$ cat src/rtl/axi4_lite_slave_regs.sv
// AXI4-Lite responder exposing NREG 32-bit registers with byte-strobe writes,
// per-register write pulses, and independent read/write channel FSMs.
module axi4_lite_slave_regs #(
    parameter int DW   = 32,
    parameter int AW   = 32,
    parameter int NREG = 16
) (
    input  logic                 clk,
    input  logic                 reset,
    input  logic [AW-1:0]        AXI_AWADDR,
    input  logic                 AXI_AWVALID,
    output logic                 AXI_AWREADY,
    input  logic [DW-1:0]        AXI_WDATA,
    input  logic [DW/8-1:0]      AXI_WSTRB,
    input  logic                 AXI_WVALID,
    output logic                 AXI_WREADY,
    output logic [1:0]           AXI_BRESP,
    output logic                 AXI_BVALID,
    input  logic                 AXI_BREADY,
    input  logic [AW-1:0]        AXI_ARADDR,
    input  logic                 AXI_ARVALID,
    output logic                 AXI_ARREADY,
    output logic [DW-1:0]        AXI_RDATA,
    output logic [1:0]           AXI_RRESP,
    output logic                 AXI_RVALID,
    input  logic                 AXI_RREADY,
    output logic [NREG*DW-1:0]   REG_OUT,
    output logic [NREG-1:0]      WR_PULSE
);
    localparam int IW = AW - 2;

    typedef enum logic {W_COLLECT, W_RESP} wstate_t;
    typedef enum logic {R_IDLE, R_DATA} rstate_t;

    wstate_t              r_wstate, w_wstate_nxt;
    rstate_t              r_rstate, w_rstate_nxt;

    logic [DW-1:0]        r_regs [NREG];
    logic [NREG-1:0]      r_wr_pulse;
    logic                 r_awready, r_wready, r_arready;
    logic                 r_aw_held, r_w_held;
    logic [IW-1:0]        r_awidx;
    logic [DW-1:0]        r_wdata;
    logic [DW/8-1:0]      r_wstrb;
    logic                 r_bvalid, r_rvalid;
    logic [1:0]           r_bresp, r_rresp;
    logic [DW-1:0]        r_rdata;

    logic                 w_aw_hs, w_w_hs, w_ar_hs, w_commit, w_win, w_rin;
    logic [IW-1:0]        w_widx, w_ridx;
    logic [DW-1:0]        w_wdat, w_rd_val;
    logic [DW/8-1:0]      w_wstb;
    logic                 w_unused_addr;

    assign w_unused_addr = ^{AXI_AWADDR[1:0], AXI_ARADDR[1:0]};

    // Extra MSB lets NREG == 2^IW compare without overflow.
    function automatic logic in_range(input logic [IW-1:0] idx);
        return {1'b0, idx} < (IW+1)'(NREG);
    endfunction

    // Write FSM: state register
    always_ff @(posedge clk or posedge reset) begin
        if (reset) r_wstate <= W_COLLECT;
        else       r_wstate <= w_wstate_nxt;
    end

    // Write FSM: next state
    always_comb begin
        w_wstate_nxt = r_wstate;
        case (r_wstate)
            W_COLLECT: if (w_commit)   w_wstate_nxt = W_RESP;
            W_RESP:    if (AXI_BREADY) w_wstate_nxt = W_COLLECT;
            default:                   w_wstate_nxt = W_COLLECT;
        endcase
    end

    // Write FSM: outputs; a channel handshaking this edge bypasses its holding register
    always_comb begin
        w_aw_hs  = AXI_AWVALID & r_awready;
        w_w_hs   = AXI_WVALID & r_wready;
        w_widx   = w_aw_hs ? AXI_AWADDR[AW-1:2] : r_awidx;
        w_wdat   = w_w_hs ? AXI_WDATA : r_wdata;
        w_wstb   = w_w_hs ? AXI_WSTRB : r_wstrb;
        w_win    = in_range(w_widx);
        w_commit = (r_wstate == W_COLLECT) & (r_aw_held | w_aw_hs) & (r_w_held | w_w_hs);
    end

    always_ff @(posedge clk or posedge reset) begin
        if (reset) begin
            r_awready  <= 1'b0;
            r_wready   <= 1'b0;
            r_aw_held  <= 1'b0;
            r_w_held   <= 1'b0;
            r_awidx    <= '0;
            r_wdata    <= '0;
            r_wstrb    <= '0;
            r_bvalid   <= 1'b0;
            r_bresp    <= 2'b00;
            r_wr_pulse <= '0;
            for (int i = 0; i < NREG; i++) r_regs[i] <= '0;
        end else begin
            for (int i = 0; i < NREG; i++) begin
                r_wr_pulse[i] <= w_commit & w_win & (w_widx == IW'(i));
                if (w_commit && w_win && w_widx == IW'(i))
                    for (int b = 0; b < DW/8; b++)
                        if (w_wstb[b]) r_regs[i][8*b +: 8] <= w_wdat[8*b +: 8];
            end
            if (w_aw_hs) r_awidx <= AXI_AWADDR[AW-1:2];
            if (w_w_hs) begin
                r_wdata <= AXI_WDATA;
                r_wstrb <= AXI_WSTRB;
            end
            if (r_wstate == W_COLLECT) begin
                if (w_commit) begin
                    r_awready <= 1'b0;
                    r_wready  <= 1'b0;
                    r_aw_held <= 1'b0;
                    r_w_held  <= 1'b0;
                    r_bvalid  <= 1'b1;
                    r_bresp   <= w_win ? 2'b00 : 2'b10;
                end else begin
                    r_aw_held <= r_aw_held | w_aw_hs;
                    r_w_held  <= r_w_held | w_w_hs;
                    r_awready <= ~(r_aw_held | w_aw_hs);
                    r_wready  <= ~(r_w_held | w_w_hs);
                end
            end else if (AXI_BREADY) begin
                r_bvalid  <= 1'b0;
                r_awready <= 1'b1;
                r_wready  <= 1'b1;
            end
        end
    end

    // Read FSM: state register
    always_ff @(posedge clk or posedge reset) begin
        if (reset) r_rstate <= R_IDLE;
        else       r_rstate <= w_rstate_nxt;
    end

    // Read FSM: next state
    always_comb begin
        w_rstate_nxt = r_rstate;
        case (r_rstate)
            R_IDLE:  if (w_ar_hs)    w_rstate_nxt = R_DATA;
            R_DATA:  if (AXI_RREADY) w_rstate_nxt = R_IDLE;
            default:                 w_rstate_nxt = R_IDLE;
        endcase
    end

    // Read FSM: outputs
    always_comb begin
        w_ar_hs  = AXI_ARVALID & r_arready & (r_rstate == R_IDLE);
        w_ridx   = AXI_ARADDR[AW-1:2];
        w_rin    = in_range(w_ridx);
        w_rd_val = '0;
        for (int i = 0; i < NREG; i++)
            if (w_ridx == IW'(i)) w_rd_val = r_regs[i];
    end

    // Reads sample r_regs before any same-edge write lands.
    always_ff @(posedge clk or posedge reset) begin
        if (reset) begin
            r_arready <= 1'b0;
            r_rvalid  <= 1'b0;
            r_rdata   <= '0;
            r_rresp   <= 2'b00;
        end else if (r_rstate == R_IDLE) begin
            r_arready <= ~w_ar_hs;
            if (w_ar_hs) begin
                r_rvalid <= 1'b1;
                r_rdata  <= w_rin ? w_rd_val : '0;
                r_rresp  <= w_rin ? 2'b00 : 2'b10;
            end
        end else if (AXI_RREADY) begin
            r_rvalid  <= 1'b0;
            r_arready <= 1'b1;
        end
    end

    for (genvar g = 0; g < NREG; g++) begin : g_reg_out
        assign REG_OUT[g*DW +: DW] = r_regs[g];
    end

    assign AXI_AWREADY = r_awready;
    assign AXI_WREADY  = r_wready;
    assign AXI_BVALID  = r_bvalid;
    assign AXI_BRESP   = r_bresp;
    assign AXI_ARREADY = r_arready;
    assign AXI_RVALID  = r_rvalid;
    assign AXI_RDATA   = r_rdata;
    assign AXI_RRESP   = r_rresp;
    assign WR_PULSE    = r_wr_pulse;
endmodule

$ cat config.mk
export PLATFORM = sky130hd
export DESIGN_NAME = axi4_lite_slave_regs
export DESIGN_NICKNAME = d
export VERILOG_FILES = /design/src/rtl/axi4_lite_slave_regs.sv
export SDC_FILE = /design/constraint.sdc
export NUM_CORES = 2
export LEC_CHECK = 0
export BUFFER_PORTS_ARGS = -buffer_cell sky130_fd_sc_hd__buf_4
export CORE_ASPECT_RATIO = 0.7
export CORE_UTILIZATION = 35
export CTS_BUF_LIST = sky130_fd_sc_hd__clkbuf_4 sky130_fd_sc_hd__clkbuf_8 sky130_fd_sc_hd__clkbuf_16
export DETAILED_ROUTE_END_ITERATION = 7
export MAX_ROUTING_LAYER = met4
export PLACE_DENSITY_LB_ADDON = 0.05
export SLEW_MARGIN = 10
export SYNTH_ARGS = -nofsm -noshare
export SYNTH_HDL_FRONTEND = slang
export SYNTH_SLANG_ARGS = --single-unit
$ cat constraint.sdc
create_clock -name clk -period 29.9 [get_ports clk]
set_input_delay 2.99 -clock clk [delete_from_list [all_inputs] [get_ports clk]]
set_output_delay 2.99 -clock clk [all_outputs]
set_load 0.01 [all_outputs]
==> impl_metrics.tcl <==
set metrics [dict create \
    grt_pass1_vias 24600 \
    start_util_pct 35.3 \
    cpLargestDelayFamily "simple AND/OR/NAND/NOR gates" \
    drt_iter0_markers 2192 \
    worst_pin_slew_ns 1.29 \
    worstPathMaxFanout 37 \
    seqPwrFrac_pct 42.3 \
    htreeDepth 3 \
    wl_per_cell_um 31.3 \
    globalplace.congestion 0.892 \
    postLayoutCellArea_sq_mm 0.0371 \
    synth.distinct_cells 82 \
    rsz0062_at_grt "false" \
    cts_buffer_depth 3 \
    critPathLaunch "AXI_ARADDR[2]" \
    path_buf_inv 4 \
    pwr-share-clk_pct 40.3 \
    cts_hold_buf 0 \
    layout-drive-gt1-share_pct 34.6 \
    crit_required_ns 30.44 \
    yosysSeqAreaShare_pct 56.0 \
    setup_viol 0 \
    nets 3418 \
    port_buffers 669 \
    synth_ff_type "dfrtp_1" \
    die_w_um 343 \
    p_switching_mw 0.689 \
    fin_worst_skew_ns 0.0150 \
    violations "design-rule violations" \
    min_to "AXI_RVALID$_DFFE_PP0P_" \
    cp_cell_sequence "buf_4, buf_4, buf_4, nand2_1, buf_4, nor3_4, nand3_2, nand2_1, a21oi_1, o21ai_0, a2bb2oi_1" \
    post-route-drc-count 27 \
    vias 25200 \
    grt_pass1_wl_um 192000 \
    wirelength_um 139000 \
    r2r_slack_ns 26.09 \
    clkLatencyLatePin_ns 0.63 \
    cts_resized 0 \
    swShare_pct 31.1 \
    die_h_um 241 \
    ys_warn_count 0 \
    synth_top_area_cell "dfrtp_1" \
    crit_path_frequent_cell "buf_4" \
    grt_max_degree 170 \
    leakage_nw 17.6 \
    setup_tns_ns 0 \
    postRouteAntennaNets 0 \
    cap_viol_max_count 0 \
    r2r_cells 9 \
    gr-total-overflow 0 \
    status "complete, but fails checks" \
    synthCells 2679 \
    clk_pin_slew_ns 0.06 \
    netlist_area_sq_mm 0.0285 \
    ir_drop_mv 0.0397 \
    async_reset_ff_share_pct 100 \
    layout_common_cells "buf_4, dfrtp_1, nand2_1" \
    max_clock_freq_mhz 139 \
    hp-class "reg -> reg" \
    antenna_found_initial 5 \
    rows 87 \
    cpPeakStageDelay_ns 0.84 \
    cp.arrival_ns 7.72 \
    cp-end-kind "flop" \
    mostFrequentLayoutCell "buf_4" \
    slew_violations 0 \
    r2r_start "AXI_AWREADY$_DFFE_PP0P_" \
    cts_tree "done" \
    crit_path_start_kind "input pin" \
    avgViaCountPerCell 5.68 \
    syn2layout_area_growth_pct 30.3 \
    pwr-share-comb_pct 17.4 \
    ys_seq_elements 637 \
    timing.rr.end "REG_OUT[48]$_DFFE_PP0P_" \
    critPathSlowestCell "nand3_2" \
    io_pins 676 \
    powerDensity_mw_per_mm2 59.8 \
    post_cts_buffers 0 \
    core_sq_mm 0.0806 \
    p_int_mw 1.53 \
    path_class "in -> reg" \
    yosys.area.top_type_share_pct 56.0 \
    grt.total_usage_pct 34.2 \
    hp-start "AXI_RVALID$_DFFE_PP0P_" \
    dp.final_hpwl_um 100000 \
    hold_path_depth 2 \
    min_period_ns 7.18 \
    syn_area_per_cell_sq_um 10.6 \
    relSlewSlack_pct 11.5 \
    clock-sinks 637 \
    dr.pass1.iters 7 \
    synth_edf_count 0 \
    placed_area_sq_mm 0.0347 \
    die-area_sq_mm 0.0825 \
    timing_hold_violations_final 0 \
    ctsRootBufferMaster "clkbuf_16" \
    cts-buffers-inserted 69 \
    utilization_pct 46.0 \
    netlist_top_cells_area "dfrtp_1, o21ai_0, mux2_2" \
    period_share_pct 24.0 \
]
area by class of cell:
cell class | count | area [sq um]
flip-flops and latches | 637 | 15900
inverters | 46 | 180
clock inverters | 13 | 163
multi-input cells | 1819 | 11700
repair buffers | 738 | 5570
well taps | 1068 | 1340
fillers | 7707 | 43500
diodes | 2 | 5.00
clock buffers | 108 | 2160
synthesized netlist by cell type (11+ instances only):
library cell and count:
nor4_1 20, and3_1 11, a21oi_1 66, dfrtp_1 637, nand4_1 11, buf_2 50
nor2_1 100, a22oi_1 33, a221o_1 11, nand3_1 54, o22ai_1 14, nand2_1 476
nor3_4 21, a2bb2oi_1 11, nor3_1 16, o21ai_0 446, clkbuf_1 111, mux2_2 177
a221oi_1 23, o221ai_1 24, mux2i_1 65, a222oi_1 12, inv_1 45, o21ai_1 19
nand3_2 24
per-layer routing:
metal / vias to the layer above / track usage [%] / routed length (um)
met5: - / - / 0
met3: 200 / 6.29 / 10300
met4: 0 / 11.0 / 4570
met1: 13000 / 45.9 / 60000
met2: 1128 / 52.3 / 63900
li1: 10900 / - / -
metrics by stage:
| stage | setup slack, ns | instances | power, mW | hold WS (ns) |
|---|---|---|---|---|
| 2_1_floorplan | 9.07 | 2680 | 1.16 | 0.441 |
| 3_3_place_gp | 22.30 | 4308 | 1.32 | 0.460 |
| 3_5_place_dp | 22.29 | 4308 | 1.33 | 0.473 |
| 4_1_cts | 22.93 | 4429 | 2.22 | 0.489 |
| 5_1_grt | 22.78 | 4431 | 2.28 | 0.524 |
| 6_report | 22.72 | 4431 | 2.22 | 0.484 |
cells by family (layout without fill, tap and decap cells):
| logic type | Yosys count | count (layout) | synth area share (%) |
|---|---|---|---|
| AO/OA/AOI/OAI | 756 | 756 | 16.1 |
| other | 1 | 4 | 0.0132 |
| flip-flops | 637 | 637 | 56.0 |
| buffers and inverters | 224 | 905 | 3.29 |
| multiplexers | 258 | 258 | 10.4 |
| AND/OR/NAND/NOR | 803 | 803 | 14.2 |
sequential cells by signal, indices dropped and copies added, names as in the netlist, 4 cells and up:
signal,flops
REG_OUT,512
AXI_RDATA,32
r_wdata,32
r_awidx,30
WR_PULSE,16
r_wstrb,4
power by group through the flow:
stage / sequential (mW) / clock (mW) / combinational [mW]
after CTS: 0.936 / 0.902 / 0.382
after floorplan: 0.948 / 0 / 0.208
after detailed placement: 0.951 / 0 / 0.381
after global placement: 0.948 / 0 / 0.373
after global routing: 0.941 / 0.938 / 0.405
final: 0.936 / 0.893 / 0.386
worst max path at each step:
stage | to | slack [ns] | cells past startpoint
finish | AXI_RDATA[11]$_DFFE_PP0P_ | 22.72 | 11
global route | AXI_RDATA[29]$_DFFE_PP0P_ | 22.78 | 11
CTS | AXI_RDATA[11]$_DFFE_PP0P_ | 22.93 | 11
detailed placement | AXI_RDATA[11]$_DFFE_PP0P_ | 22.29 | 11
global placement | AXI_RDATA[29]$_DFFE_PP0P_ | 22.30 | 11
floorplan | AXI_ARREADY$_DFFE_PP0P_ | 9.07 | 1
worst min-delay path, stage by stage, from the launching register on:
cell     delay, ns
dfrtp_1       0.34
nand2_1       0.06
nand2_1       0.06
Note: power is estimated with default switching activity, not from simulation.
